### config.mk
export PLATFORM = sky130hd
export DESIGN_NAME = i2c_cfg_seq
export DESIGN_NICKNAME = d
export VERILOG_FILES = /design/src/rtl/i2c_cfg_seq.sv
export SDC_FILE = /design/constraint.sdc
export NUM_CORES = 1
export LEC_CHECK = 0
export CAP_MARGIN = 25
export CORE_ASPECT_RATIO = 0.6
export CORE_UTILIZATION = 57
export CTS_CLUSTER_DIAMETER = 80
export DETAILED_ROUTE_END_ITERATION = 7
export HOLD_SLACK_MARGIN = 0.1
export PLACE_DENSITY = 0.85
export SYNTH_ARGS = -nofsm -noshare
export SYNTH_HDL_FRONTEND = slang
export SYNTH_SLANG_ARGS = --single-unit
### constraint.sdc
create_clock -name clk -period 4.4 [get_ports clk]
set_input_delay 0.88 -clock clk [delete_from_list [all_inputs] [get_ports clk]]
set_output_delay 0.88 -clock clk [all_outputs]
set_load 0.05 [all_outputs]
### src/rtl/i2c_cfg_seq.sv
// Command-table sequencer: replays a table of I2C write/read requests into
// a simple I2C master handshake (vin/busy/vout), captures read payloads and
// aborts a sequence when one transaction exceeds the TIMEOUT budget.
module i2c_cfg_seq #(
  parameter int unsigned DEPTH   = 16,
  parameter int unsigned BYTES_W = 3,
  parameter int unsigned BYTES_R = 3,
  parameter int unsigned GAP     = 8,
  parameter int unsigned TIMEOUT = 65535
) (
  input  logic                       clk,
  input  logic                       rst,
  input  logic                       tbl_we,
  input  logic [$clog2(DEPTH)-1:0]   tbl_idx,
  input  logic [6:0]                 tbl_ain,
  input  logic                       tbl_opcode,
  input  logic [BYTES_W*8-1:0]       tbl_din,
  input  logic                       start,
  input  logic [$clog2(DEPTH):0]     cnt,
  output logic [6:0]                 ain,
  output logic [BYTES_W*8-1:0]       din,
  output logic                       opcode,
  output logic                       vin,
  input  logic [BYTES_R*8-1:0]       dout,
  input  logic                       vout,
  input  logic                       busy,
  output logic [BYTES_R*8-1:0]       rd_data,
  output logic [$clog2(DEPTH)-1:0]   rd_idx,
  output logic                       rd_valid,
  output logic                       running,
  output logic                       done,
  output logic                       err
);

  localparam int unsigned IDX_W = $clog2(DEPTH);
  localparam int unsigned CNT_W = IDX_W + 1;
  localparam int unsigned DW    = BYTES_W * 8;
  localparam int unsigned RW    = BYTES_R * 8;
  localparam int unsigned TMR_W = $clog2(TIMEOUT + 1);
  localparam int unsigned GAP_W = $clog2(GAP + 1);

  typedef enum logic [2:0] {
    ST_IDLE,
    ST_FETCH,
    ST_ISSUE,
    ST_WAIT_ACK,
    ST_WAIT_DONE,
    ST_GAP,
    ST_FIN
  } state_e;

  state_e             state_q, state_d;
  logic [IDX_W-1:0]   idx_q, idx_d;
  logic [CNT_W-1:0]   cnt_q, cnt_d;
  logic [GAP_W-1:0]   gap_q, gap_d;
  logic [TMR_W-1:0]   tmr_q, tmr_d;
  logic [6:0]         ain_q, ain_d;
  logic [DW-1:0]      din_q, din_d;
  logic               opcode_q, opcode_d;
  logic               vin_q, vin_d;
  logic [RW-1:0]      rd_data_q, rd_data_d;
  logic [IDX_W-1:0]   rd_idx_q, rd_idx_d;
  logic               rd_valid_q, rd_valid_d;
  logic               running_q, running_d;
  logic               done_q, done_d;
  logic               err_q, err_d;
  logic               tmr_hit;

  logic [6:0]         tbl_ain_q [DEPTH];
  logic               tbl_op_q  [DEPTH];
  logic [DW-1:0]      tbl_din_q [DEPTH];

  // Command table storage; frozen while a sequence runs, never reset.
  always_ff @(posedge clk) begin
    if (tbl_we && !running_q) begin
      tbl_ain_q[tbl_idx] <= tbl_ain;
      tbl_op_q[tbl_idx]  <= tbl_opcode;
      tbl_din_q[tbl_idx] <= tbl_din;
    end
  end

  // Next-state and registered-output logic for the sequencer.
  always_comb begin
    state_d    = state_q;
    idx_d      = idx_q;
    cnt_d      = cnt_q;
    gap_d      = gap_q;
    tmr_d      = tmr_q;
    ain_d      = ain_q;
    din_d      = din_q;
    opcode_d   = opcode_q;
    rd_data_d  = rd_data_q;
    rd_idx_d   = rd_idx_q;
    err_d      = err_q;
    vin_d      = 1'b0;
    rd_valid_d = 1'b0;
    done_d     = 1'b0;
    tmr_hit    = (tmr_q == TMR_W'(TIMEOUT - 1));

    // Read data may arrive anywhere between the request and busy falling.
    if ((state_q == ST_WAIT_ACK || state_q == ST_WAIT_DONE) && vout && opcode_q) begin
      rd_data_d  = dout;
      rd_idx_d   = idx_q;
      rd_valid_d = 1'b1;
    end

    case (state_q)
      ST_IDLE: begin
        if (start) begin
          err_d = 1'b0;
          if (cnt == '0) begin
            state_d = ST_FIN;
          end else begin
            cnt_d   = cnt;
            idx_d   = '0;
            state_d = ST_FETCH;
          end
        end
      end
      ST_FETCH: begin
        ain_d    = tbl_ain_q[idx_q];
        din_d    = tbl_din_q[idx_q];
        opcode_d = tbl_op_q[idx_q];
        tmr_d    = '0;
        state_d  = ST_ISSUE;
      end
      ST_ISSUE: begin
        tmr_d = tmr_q + TMR_W'(1);
        if (tmr_hit) begin
          err_d   = 1'b1;
          state_d = ST_FIN;
        end else if (!busy) begin
          vin_d   = 1'b1;
          state_d = ST_WAIT_ACK;
        end
      end
      ST_WAIT_ACK: begin
        tmr_d = tmr_q + TMR_W'(1);
        if (tmr_hit) begin
          err_d   = 1'b1;
          state_d = ST_FIN;
        end else if (busy) begin
          state_d = ST_WAIT_DONE;
        end
      end
      ST_WAIT_DONE: begin
        tmr_d = tmr_q + TMR_W'(1);
        if (tmr_hit) begin
          err_d   = 1'b1;
          state_d = ST_FIN;
        end else if (!busy) begin
          gap_d   = '0;
          state_d = ST_GAP;
        end
      end
      ST_GAP: begin
        if (gap_q == GAP_W'(GAP - 1)) begin
          if ((CNT_W'(idx_q) + CNT_W'(1)) < cnt_q) begin
            idx_d   = idx_q + IDX_W'(1);
            state_d = ST_FETCH;
          end else begin
            state_d = ST_FIN;
          end
        end else begin
          gap_d = gap_q + GAP_W'(1);
        end
      end
      ST_FIN: begin
        done_d  = 1'b1;
        state_d = ST_IDLE;
      end
      default: begin
        state_d = ST_IDLE;
      end
    endcase

    running_d = (state_d != ST_IDLE);
  end

  // State and output registers with asynchronous reset.
  always_ff @(posedge clk or posedge rst) begin
    if (rst) begin
      state_q    <= ST_IDLE;
      idx_q      <= '0;
      cnt_q      <= '0;
      gap_q      <= '0;
      tmr_q      <= '0;
      ain_q      <= '0;
      din_q      <= '0;
      opcode_q   <= 1'b0;
      vin_q      <= 1'b0;
      rd_data_q  <= '0;
      rd_idx_q   <= '0;
      rd_valid_q <= 1'b0;
      running_q  <= 1'b0;
      done_q     <= 1'b0;
      err_q      <= 1'b0;
    end else begin
      state_q    <= state_d;
      idx_q      <= idx_d;
      cnt_q      <= cnt_d;
      gap_q      <= gap_d;
      tmr_q      <= tmr_d;
      ain_q      <= ain_d;
      din_q      <= din_d;
      opcode_q   <= opcode_d;
      vin_q      <= vin_d;
      rd_data_q  <= rd_data_d;
      rd_idx_q   <= rd_idx_d;
      rd_valid_q <= rd_valid_d;
      running_q  <= running_d;
      done_q     <= done_d;
      err_q      <= err_d;
    end
  end

  assign ain      = ain_q;
  assign din      = din_q;
  assign opcode   = opcode_q;
  assign vin      = vin_q;
  assign rd_data  = rd_data_q;
  assign rd_idx   = rd_idx_q;
  assign rd_valid = rd_valid_q;
  assign running  = running_q;
  assign done     = done_q;
  assign err      = err_q;

endmodule

==> results of run 1 <==
## per-stage QoR
| step | hold slack [ns] | power, mW | area, um2 | setup slack (ns) |
|---|---|---|---|---|
| 2_1_floorplan | 0.446 | 8.72 | 23500 | 0.297 |
| 3_3_place_gp | 0.460 | 9.67 | 25600 | 1.14 |
| 3_5_place_dp | 0.463 | 9.79 | 25600 | 1.09 |
| 4_1_cts | 0.480 | 14.2 | 27200 | 1.49 |
| 5_1_grt | 0.501 | 14.6 | 27200 | 1.33 |
| 6_report | 0.478 | 14.1 | 27200 | 1.47 |
## critical path: stages (launching register included)
cell and delay [ns]:
dfrtp_4 0.81, and2_1 0.21, buf_4 0.35, nand2_1 0.12, xnor2_1 0.31, ha_1 0.30
nand2_1 0.06, o21a_1 0.27, and2_1 0.23, mux2i_1 0.19
## layout by cell type, fill, tap and decap left out, types with 7 or more instances in the layout
master and instances:
nor2_4 12, dfrtp_1 94, nand4_1 9, ha_1 8, clkbuf_1 14, o311ai_1 10
a21oi_1 8, nand2_1 81, mux4_2 108, xor2_1 7, clkbuf_16 51, clkdlybuf4s50_1 135
buf_4 37, mux2i_1 44, a22oi_1 52, mux2_1 28, clkinv_1 8, nor2_1 31
o211ai_1 22, edfxtp_1 512, nor3_2 8, clkinv_2 7, o21ai_1 26, nand3_1 30
## final timing paths
kind,start,to,slack (ns),cells after the start
min reg2reg,din[23],din[23],0.48,2
max reg2reg,idx_q[1],idx_q[0],1.47,9
min,din[23],din[23],0.48,2
max in group asynchronous,rst,ain[3],3.02,3
min in group asynchronous,rst,rd_data[15],0.71,2
max,idx_q[1],idx_q[0],1.47,9
## area by class of cell
type | count | area [um2] | share of cell area, %
flip-flops and latches | 609 | 17800 | 65.4
multi-input cells | 539 | 5420 | 19.9
repair buffers | 175 | 1690 | 6.21
clock buffers | 68 | 1370 | 5.03
well taps | 531 | 664 | 2.44
clock inverters | 25 | 255 | 0.937
inverters | 9 | 36.3 | 0.133
## power breakdown
| part | total [mW] | switching [mW] | internal, mW | leakage [nW] |
|---|---|---|---|---|
| clock network | 4.46 | 1.97 | 2.48 | 0.787 |
| registers | 6.92 | 0.262 | 6.66 | 5.85 |
| logic | 2.77 | 1.86 | 0.906 | 2.25 |
| total | 14.1 | 4.10 | 10.0 | 8.89 |
## cells by family after synthesis
logic type               count (synthesis)  synth area share [%]
XOR/XNOR                                 9                 0.336
flip-flops                             609                  75.9
adder cells (fa/ha/maj)                  8                 0.427
AND/OR/NAND/NOR                        208                  4.24
buffers and inverters                   66                  1.56
multiplexers                           180                  13.6
AO/OA/AOI/OAI                          134                  3.97
## state kept, by name, indices dropped and copies added, names as in the netlist
name       count
gap_q          4
tbl_op_q      16
tbl_ain_q    112
rd_idx         4
rd_data       24
running        1
opcode         1
done           1
tmr_q         16
tbl_din_q    384
cnt_q          5
din           24
vin            1
state_q        3
err            1
rd_valid       1
idx_q          4
ain            7
## metal layers
layer,track usage [%],vias to the layer above
li1,-,5237
met1,37.9,6536
met2,40.1,760
met3,4.53,85
met4,6.61,0
met5,0,-
==> flow_summary.json, run 1 <==
{
  "wire_per_inst_um": 26.9,
  "antenna_cells": 0,
  "yosysMostFrequentCell": "edfxtp_1",
  "synthArstFlopShare_pct": 15.9,
  "initial_utilization_pct": 57.9,
  "gr-usage-all-layers_pct": 25.6,
  "wl_met1_um": 21600,
  "cp_data_required_time_ns": 4.88,
  "post_cts_buffers": 0,
  "synth_largest_area_cell": "edfxtp_1",
  "synth_top_area_share_pct": 65.5,
  "slew_viol_final": 0,
  "chipWidth_um": 264,
  "worst-path-max-fanout": 36,
  "peakVddDrop_mv": 0.382,
  "dpl.hpwl_um": 32000,
  "grt_pass1_wl_um": 79300,
  "cts.clk_slew.worst_paths_ns": 0.07,
  "wl_met2_um": 25100,
  "ant_nets": 0,
  "grt_overflow_total": 0,
  "top_layer": "met4",
  "via_count": 12600,
  "fp.dieH_um": 159,
  "arrival_ns": 3.41,
  "worst_pin_slew_ns": 0.913,
  "maxCapViolCount": 0,
  "htree_levels": 2,
  "insertion_delay_ns": 0.58,
  "finClkSkew_ns": 0.0209,
  "cts.sinks": 609,
  "start_kind": "register",
  "final_cell_count_no_fill": 1956,
  "min_path_type": "register to register",
  "die-area_mm2": 0.0420,
  "post-route-util_pct": 67.3,
  "ys.flop_type": "edfxtp_1",
  "final.fill_count": 2495,
  "clockBufferDepth": 3,
  "numPortBuffers": 135,
  "drc": 0,
  "power.density_mw_per_mm2": 519,
  "fp.coreArea_mm2": 0.0405,
  "period_needed_ns": 2.93,
  "fin_nets": 1463,
  "synth_cell_types": 53,
  "path_class": "register to register",
  "postCtsHoldBufs": 0,
  "yosysSeqAreaShare_pct": 75.9,
  "grt_pass1_vias": 12800,
  "hold_viol": 0,
  "firstDrtPassIters": 5,
  "setup_viol": 0,
  "setup_tns_ns": 0,
  "max_slew_margin_pct": 39.0,
  "placed_cells": 1863,
  "cts_tree": "yes",
  "synth.top_cells.by_count": "edfxtp_1 (512), mux4_2 (108), dfrtp_1 (97), nand2_1 (81), a22oi_1 (52)",
  "fin_crit_sh_pct": 66.6,
  "grt_max_degree": 55,
  "wl_um": 52700,
  "drt-initial-drc-count": 1420,
  "syn_area_mm2": 0.0235,
  "vias_per_cell": 6.45,
  "drive_gt1_share_pct": 18.0,
  "end_kind": "register",
  "syn_inst": 1214,
  "synth_edf_count": 512,
  "syn_nets": 1293,
  "leakage_nw": 8.89,
  "area_growth_pct": 16.1,
  "synth-seq-cells": 609,
  "yosys_warnings": 0,
  "antenna_found_initial": 0,
  "fmax_ghz": 0.341,
  "synthTopCellsByArea": "edfxtp_1 (66%), mux4_2 (10%), dfrtp_1 (10%)",
  "syn_avg_cell_area_um2": 19.3,
  "place.gp.congestion": 0.817,
  "placementRows": 57,
  "cts_root_buffer": "clkbuf_16",
  "post_cts_resized": 0,
  "pin_count": 136,
  "wl_met3_um": 4910,
  "numCtsBuffers": 50,
  "outcome": "completed",
  "rsz0062_at_grt": "no"
}
(Power assumes the default switching activity.)
==> run 2: changes to the inputs <==
==> constraint.sdc (replaced) <==
create_clock -name clk -period 3 [get_ports clk]
set_input_delay 0.6 -clock clk [delete_from_list [all_inputs] [get_ports clk]]
set_output_delay 0.6 -clock clk [all_outputs]
set_load 0.05 [all_outputs]
==> run 2 against run 1 <==
Net effect: cell area is 0.97% higher; global-route usage is 0.52 points lower; critical path depth is 1 lower; sequential power is 46% higher; power is 47% higher; highest routed layer unchanged.
==> flow_summary.json, run 2 (synthesis results as in run 1) <==
{
  "outcome": "completed",
  "cts.sinks": 609,
  "slew_viol_final": 0,
  "numPortBuffers": 135,
  "start_kind": "register",
  "final_cell_count_no_fill": 1961,
  "setup_ws_ns": 0.549,
  "setup_viol": 0,
  "drive_gt1_share_pct": 18.3,
  "drt-initial-drc-count": 1378,
  "numCtsBuffers": 51,
  "fmax_ghz": 0.408,
  "rsz0062_at_grt": "no",
  "cts_tree": "yes",
  "final_area_mm2": 0.0275,
  "antenna_cells": 0,
  "place_area_mm2": 0.0259,
  "fp.dieH_um": 159,
  "layout_commonest_cell": "edfxtp_1",
  "post_cts_buffers": 0,
  "min_path_type": "register to register",
  "drc": 0,
  "htree_levels": 2,
  "grt_max_degree": 98,
  "top_regs": "tbl_din_q (384), tbl_ain_q (112)",
  "initial_utilization_pct": 57.9,
  "grt_pass1_wl_um": 78300,
  "final_cell_mix": "edfxtp_1 (512), clkdlybuf4s50_1 (135), mux4_2 (108)",
  "placed_cells": 1865,
  "chipWidth_um": 264,
  "fin_nets": 1466,
  "path_class": "register to register",
  "critPathSlowestCell": "dfrtp_4",
  "wire_per_inst_um": 26.3,
  "leakage_nw": 8.95,
  "place.gp.congestion": 0.770,
  "gr-usage-all-layers_pct": 25.1,
  "ant_nets": 0,
  "grt_pass1_vias": 12900,
  "via_count": 12500,
  "cpMostUsedCell": "ha_1",
  "worst-path-max-fanout": 15,
  "arrival_ns": 2.95,
  "fp.coreArea_mm2": 0.0405,
  "pin_count": 136,
  "max_slew_margin_pct": 42.0,
  "power_mw": 20.7,
  "largest_reg_flops": 384,
  "top_register": "tbl_din_q",
  "vias_per_cell": 6.37,
  "wl_um": 51600,
  "firstDrtPassIters": 5,
  "end_kind": "register",
  "worst_pin_slew_ns": 0.870,
  "hold_viol": 0,
  "cts.clk_slew.worst_paths_ns": 0.07,
  "die-area_mm2": 0.0420,
  "grt_overflow_total": 0,
  "peakVddDrop_mv": 0.518,
  "finClkSkew_ns": 0.0221,
  "path_cells": "ha_1, xor2_1, ha_1, a21o_1, a31oi_1, o21a_1, and2_1, mux2i_1",
  "cp_data_required_time_ns": 3.50,
  "slowest_delay_ns": 0.61,
  "clockBufferDepth": 3,
  "antenna_found_initial": 0,
  "maxCapViolCount": 0,
  "post_cts_resized": 0,
  "cts_root_buffer": "clkbuf_16",
  "dpl.hpwl_um": 29200,
  "period_needed_ns": 2.45,
  "area_growth_pct": 17.3,
  "postCtsHoldBufs": 0,
  "insertion_delay_ns": 0.59,
  "power.density_mw_per_mm2": 753,
  "setup_tns_ns": 0,
  "preCtsSetupSlack_ns": 0.396,
  "hold_ws_ns": 0.485,
  "post-route-util_pct": 67.9,
  "fin_crit_sh_pct": 81.7,
  "placementRows": 57
}
-- run 2: cell count changes in the layout (fill, tap and decap cells not counted), moves of 3 or more --
cell	change
buf_12	+20
buf_4	-17
clkbuf_1	-4
clkinv_1	+4
nor3_2	-4
nor3_4	+4
clkinv_2	+3
-- run 2: layer usage --
metal / part of all wire (%) / track usage (%) / vias up
li1: - / - / 5259
met1: 41 / 36.3 / 6478
met2: 48 / 39.6 / 679
met3: 8.9 / 4.89 / 80
met4: 2.2 / 6.92 / 0
met5: 0 / 0 / -
-- run 2: worst paths after layout --
kind,from,endpoint,slack (ns),depth (start not counted)
max in group asynchronous,rst,idx_q[1],1.99,3
min,cnt_q[2],cnt_q[2],0.49,2
min in group asynchronous,rst,din[17],0.54,3
min reg2reg,cnt_q[2],cnt_q[2],0.49,2
max reg2reg,idx_q[0],idx_q[0],0.55,8
max,idx_q[0],idx_q[0],0.55,8
-- run 2: worst max-delay path: cells and delay by family (launching register included) --
kind            cells  cell delay (ns)
fa+ha+maj           2             0.59
mux                 1             0.19
simple gates        1             0.23
compound gates      3             0.59
flops               1             0.61
xor+xnor            1             0.16
-- run 2: where the power goes --
group / internal, mW / switching, mW / leakage, nW
sequential: 9.76 / 0.366 / 5.85
combinational: 1.34 / 2.72 / 2.31
clock: 3.56 / 2.98 / 0.791
-- run 2: cell type report --
cell class | count | area, um2
well taps | 531 | 664
inverters | 9 | 37.5
multi-input cells | 539 | 5440
repair buffers | 177 | 1940
fillers | 2487 | 13000
flip-flops and latches | 609 | 17800
clock inverters | 33 | 274
clock buffers | 63 | 1350
==> run 3: changes to the inputs <==
--- a/config.mk
+++ b/config.mk
@@ -7,11 +7,11 @@
 export LEC_CHECK = 0
 export CAP_MARGIN = 25
 export CORE_ASPECT_RATIO = 0.6
-export CORE_UTILIZATION = 57
+export CORE_UTILIZATION = 53
 export CTS_CLUSTER_DIAMETER = 80
 export DETAILED_ROUTE_END_ITERATION = 7
 export HOLD_SLACK_MARGIN = 0.1
-export PLACE_DENSITY = 0.85
+export PLACE_DENSITY = 0.83
 export SYNTH_ARGS = -nofsm -noshare
 export SYNTH_HDL_FRONTEND = slang
 export SYNTH_SLANG_ARGS = --single-unit
==> constraint.sdc (replaced) <==
create_clock -name clk -period 2 [get_ports clk]
set_input_delay 0.4 -clock clk [delete_from_list [all_inputs] [get_ports clk]]
set_output_delay 0.4 -clock clk [all_outputs]
set_load 0.05 [all_outputs]
==> run 3 against run 2 <==
Net effect: the run now ends with negative setup slack left; routed wire length rose by 7.4%; maximum frequency is 15% higher; clock-buffer cell count decreased by 2; sequential power is 50% higher; flip-flop and latch count unchanged; die area grew 7.5%; highest routed layer unchanged; sequential share of layout area shrank 2.1 points.
==> flow_summary.json, run 3 (synthesis results as in run 1) <==
{
  "leakage_nw": 9.56,
  "rsz0062_at_grt": "yes",
  "placementRows": 59,
  "die-area_mm2": 0.0451,
  "cts_tree": "yes",
  "crit_cells": 6,
  "vias_per_cell": 6.24,
  "path_cells": "buf_6, buf_12, mux4_2, mux4_2, nand2_2, nand2_1",
  "fp.coreArea_mm2": 0.0435,
  "setup_viol": 12,
  "grt_overflow_total": 0,
  "timing.critical_path.from": "idx_q[0]",
  "finClkSkew_ns": 0.0145,
  "power.density_mw_per_mm2": 1110,
  "gr-usage-all-layers_pct": 24.9,
  "timing.rr.start": "idx_q[0]",
  "numPortBuffers": 135,
  "r2r_slack_ns": -0.12,
  "via_count": 12900,
  "top_register": "tbl_din_q",
  "path_delay_family": "multiplexers",
  "maxCapViolCount": 0,
  "ant_nets": 0,
  "period_needed_ns": 2.12,
  "cp_data_required_time_ns": 2.47,
  "insertion_delay_ns": 0.59,
  "wire_per_inst_um": 26.7,
  "slew_viol_final": 0,
  "layout_commonest_cell": "edfxtp_1",
  "postCtsHoldBufs": 0,
  "outcome": "complete, but fails checks",
  "cp_num_buf_inv": 2,
  "fin_crit_sh_pct": 106,
  "chipWidth_um": 274,
  "antenna_found_initial": 3,
  "dpl.hpwl_um": 33400,
  "htree_levels": 2,
  "clockBufferDepth": 3,
  "violations": "negative setup slack",
  "ff2ff_path_depth": 6,
  "drt-initial-drc-count": 1452,
  "fin_nets": 1527,
  "pin_count": 136,
  "path_class": "register to register",
  "slowest_delay_ns": 0.54,
  "cpMostUsedCell": "mux4_2",
  "hold_viol": 0,
  "top_regs": "tbl_din_q (384), tbl_ain_q (112)",
  "drc": 0,
  "start_kind": "register",
  "max_slew_margin_pct": 52.7,
  "grt_pass1_wl_um": 81800,
  "post-route-util_pct": 65.4,
  "wl_um": 55400,
  "end_kind": "register",
  "place.gp.congestion": 0.847,
  "final_cell_mix": "edfxtp_1 (512), mux4_2 (108), dfrtp_1 (93)",
  "grt_pass1_vias": 13100,
  "cts.clk_slew.worst_paths_ns": 0.07,
  "peakVddDrop_mv": 0.921,
  "largest_reg_flops": 384,
  "worst-path-max-fanout": 9,
  "power_mw": 31.4,
  "worstReg2RegEnd": "din[23]",
  "min_path_type": "input port to async pin",
  "grt_max_degree": 71,
  "critPathSlowestCell": "mux4_2",
  "fp.dieH_um": 165,
  "arrival_ns": 2.60,
  "cts.sinks": 609,
  "area_growth_pct": 21.2,
  "initial_utilization_pct": 54.0,
  "drive_gt1_share_pct": 25.0,
  "fmax_ghz": 0.471,
  "cts_root_buffer": "clkbuf_16",
  "setup_ws_ns": -0.124,
  "worst_pin_slew_ns": 0.708,
  "firstDrtPassIters": 5,
  "numCtsBuffers": 51
}
-- run 3: worst max path at each step --
stage	endpoint
after floorplan	tbl_ain_q[5][0]
after global placement	tbl_ain_q[2][6]
after detailed placement	tbl_ain_q[0][5]
after CTS	idx_q[0]
after global routing	din[23]
final	din[23]
-- run 3: metal layers --
layer | vias up | wire (um) | track usage [%]
li1 | 5383 | - | -
met3 | 75 | 5610 | 5.19
met5 | - | 0 | 0
met4 | 0 | 1100 | 6.83
met1 | 6718 | 22200 | 35.5
met2 | 765 | 26500 | 39.5
-- run 3: what timing repair did --
action / CTS / global route
gates cloned: 1 / 2
gates resized for setup: 59 / 12
buffers inserted: 3 / 3
pin swaps: 4 / 5
endpoints found under the setup margin: 59 / 33
-- run 3: final cells by class --
| cell class | count | area (um2) |
|---|---|---|
| diodes | 4 | 10.0 |
| clock buffers | 61 | 1310 |
| clock inverters | 34 | 344 |
| fillers | 2757 | 15100 |
| inverters | 9 | 37.5 |
| multi-input cells | 539 | 5580 |
| flip-flops and latches | 609 | 17800 |
| well taps | 579 | 724 |
| repair buffers | 238 | 2600 |
-- run 3: where the power goes --
part | switching, mW | leakage, nW | internal (mW)
Sequential | 0.541 | 5.85 | 14.6
Combinational | 4.25 | 2.91 | 1.95
Clock | 4.52 | 0.807 | 5.51
-- run 3: per-stage QoR --
step | area, um2 | hold slack, ns | setup TNS [ns] | cells | worst slack (ns)
after detailed placement | 26500 | 0.464 | -89.41 | 1965 | -0.305
after CTS | 28300 | 0.180 | -0.256 | 2064 | -0.0757
final | 28400 | 0.195 | -0.703 | 2073 | -0.124
after global routing | 28400 | 0.196 | -2.55 | 2072 | -0.181
after floorplan | 23600 | 0.446 | -166.58 | 1214 | -0.652
after global placement | 26500 | 0.465 | -72.94 | 1965 | -0.259
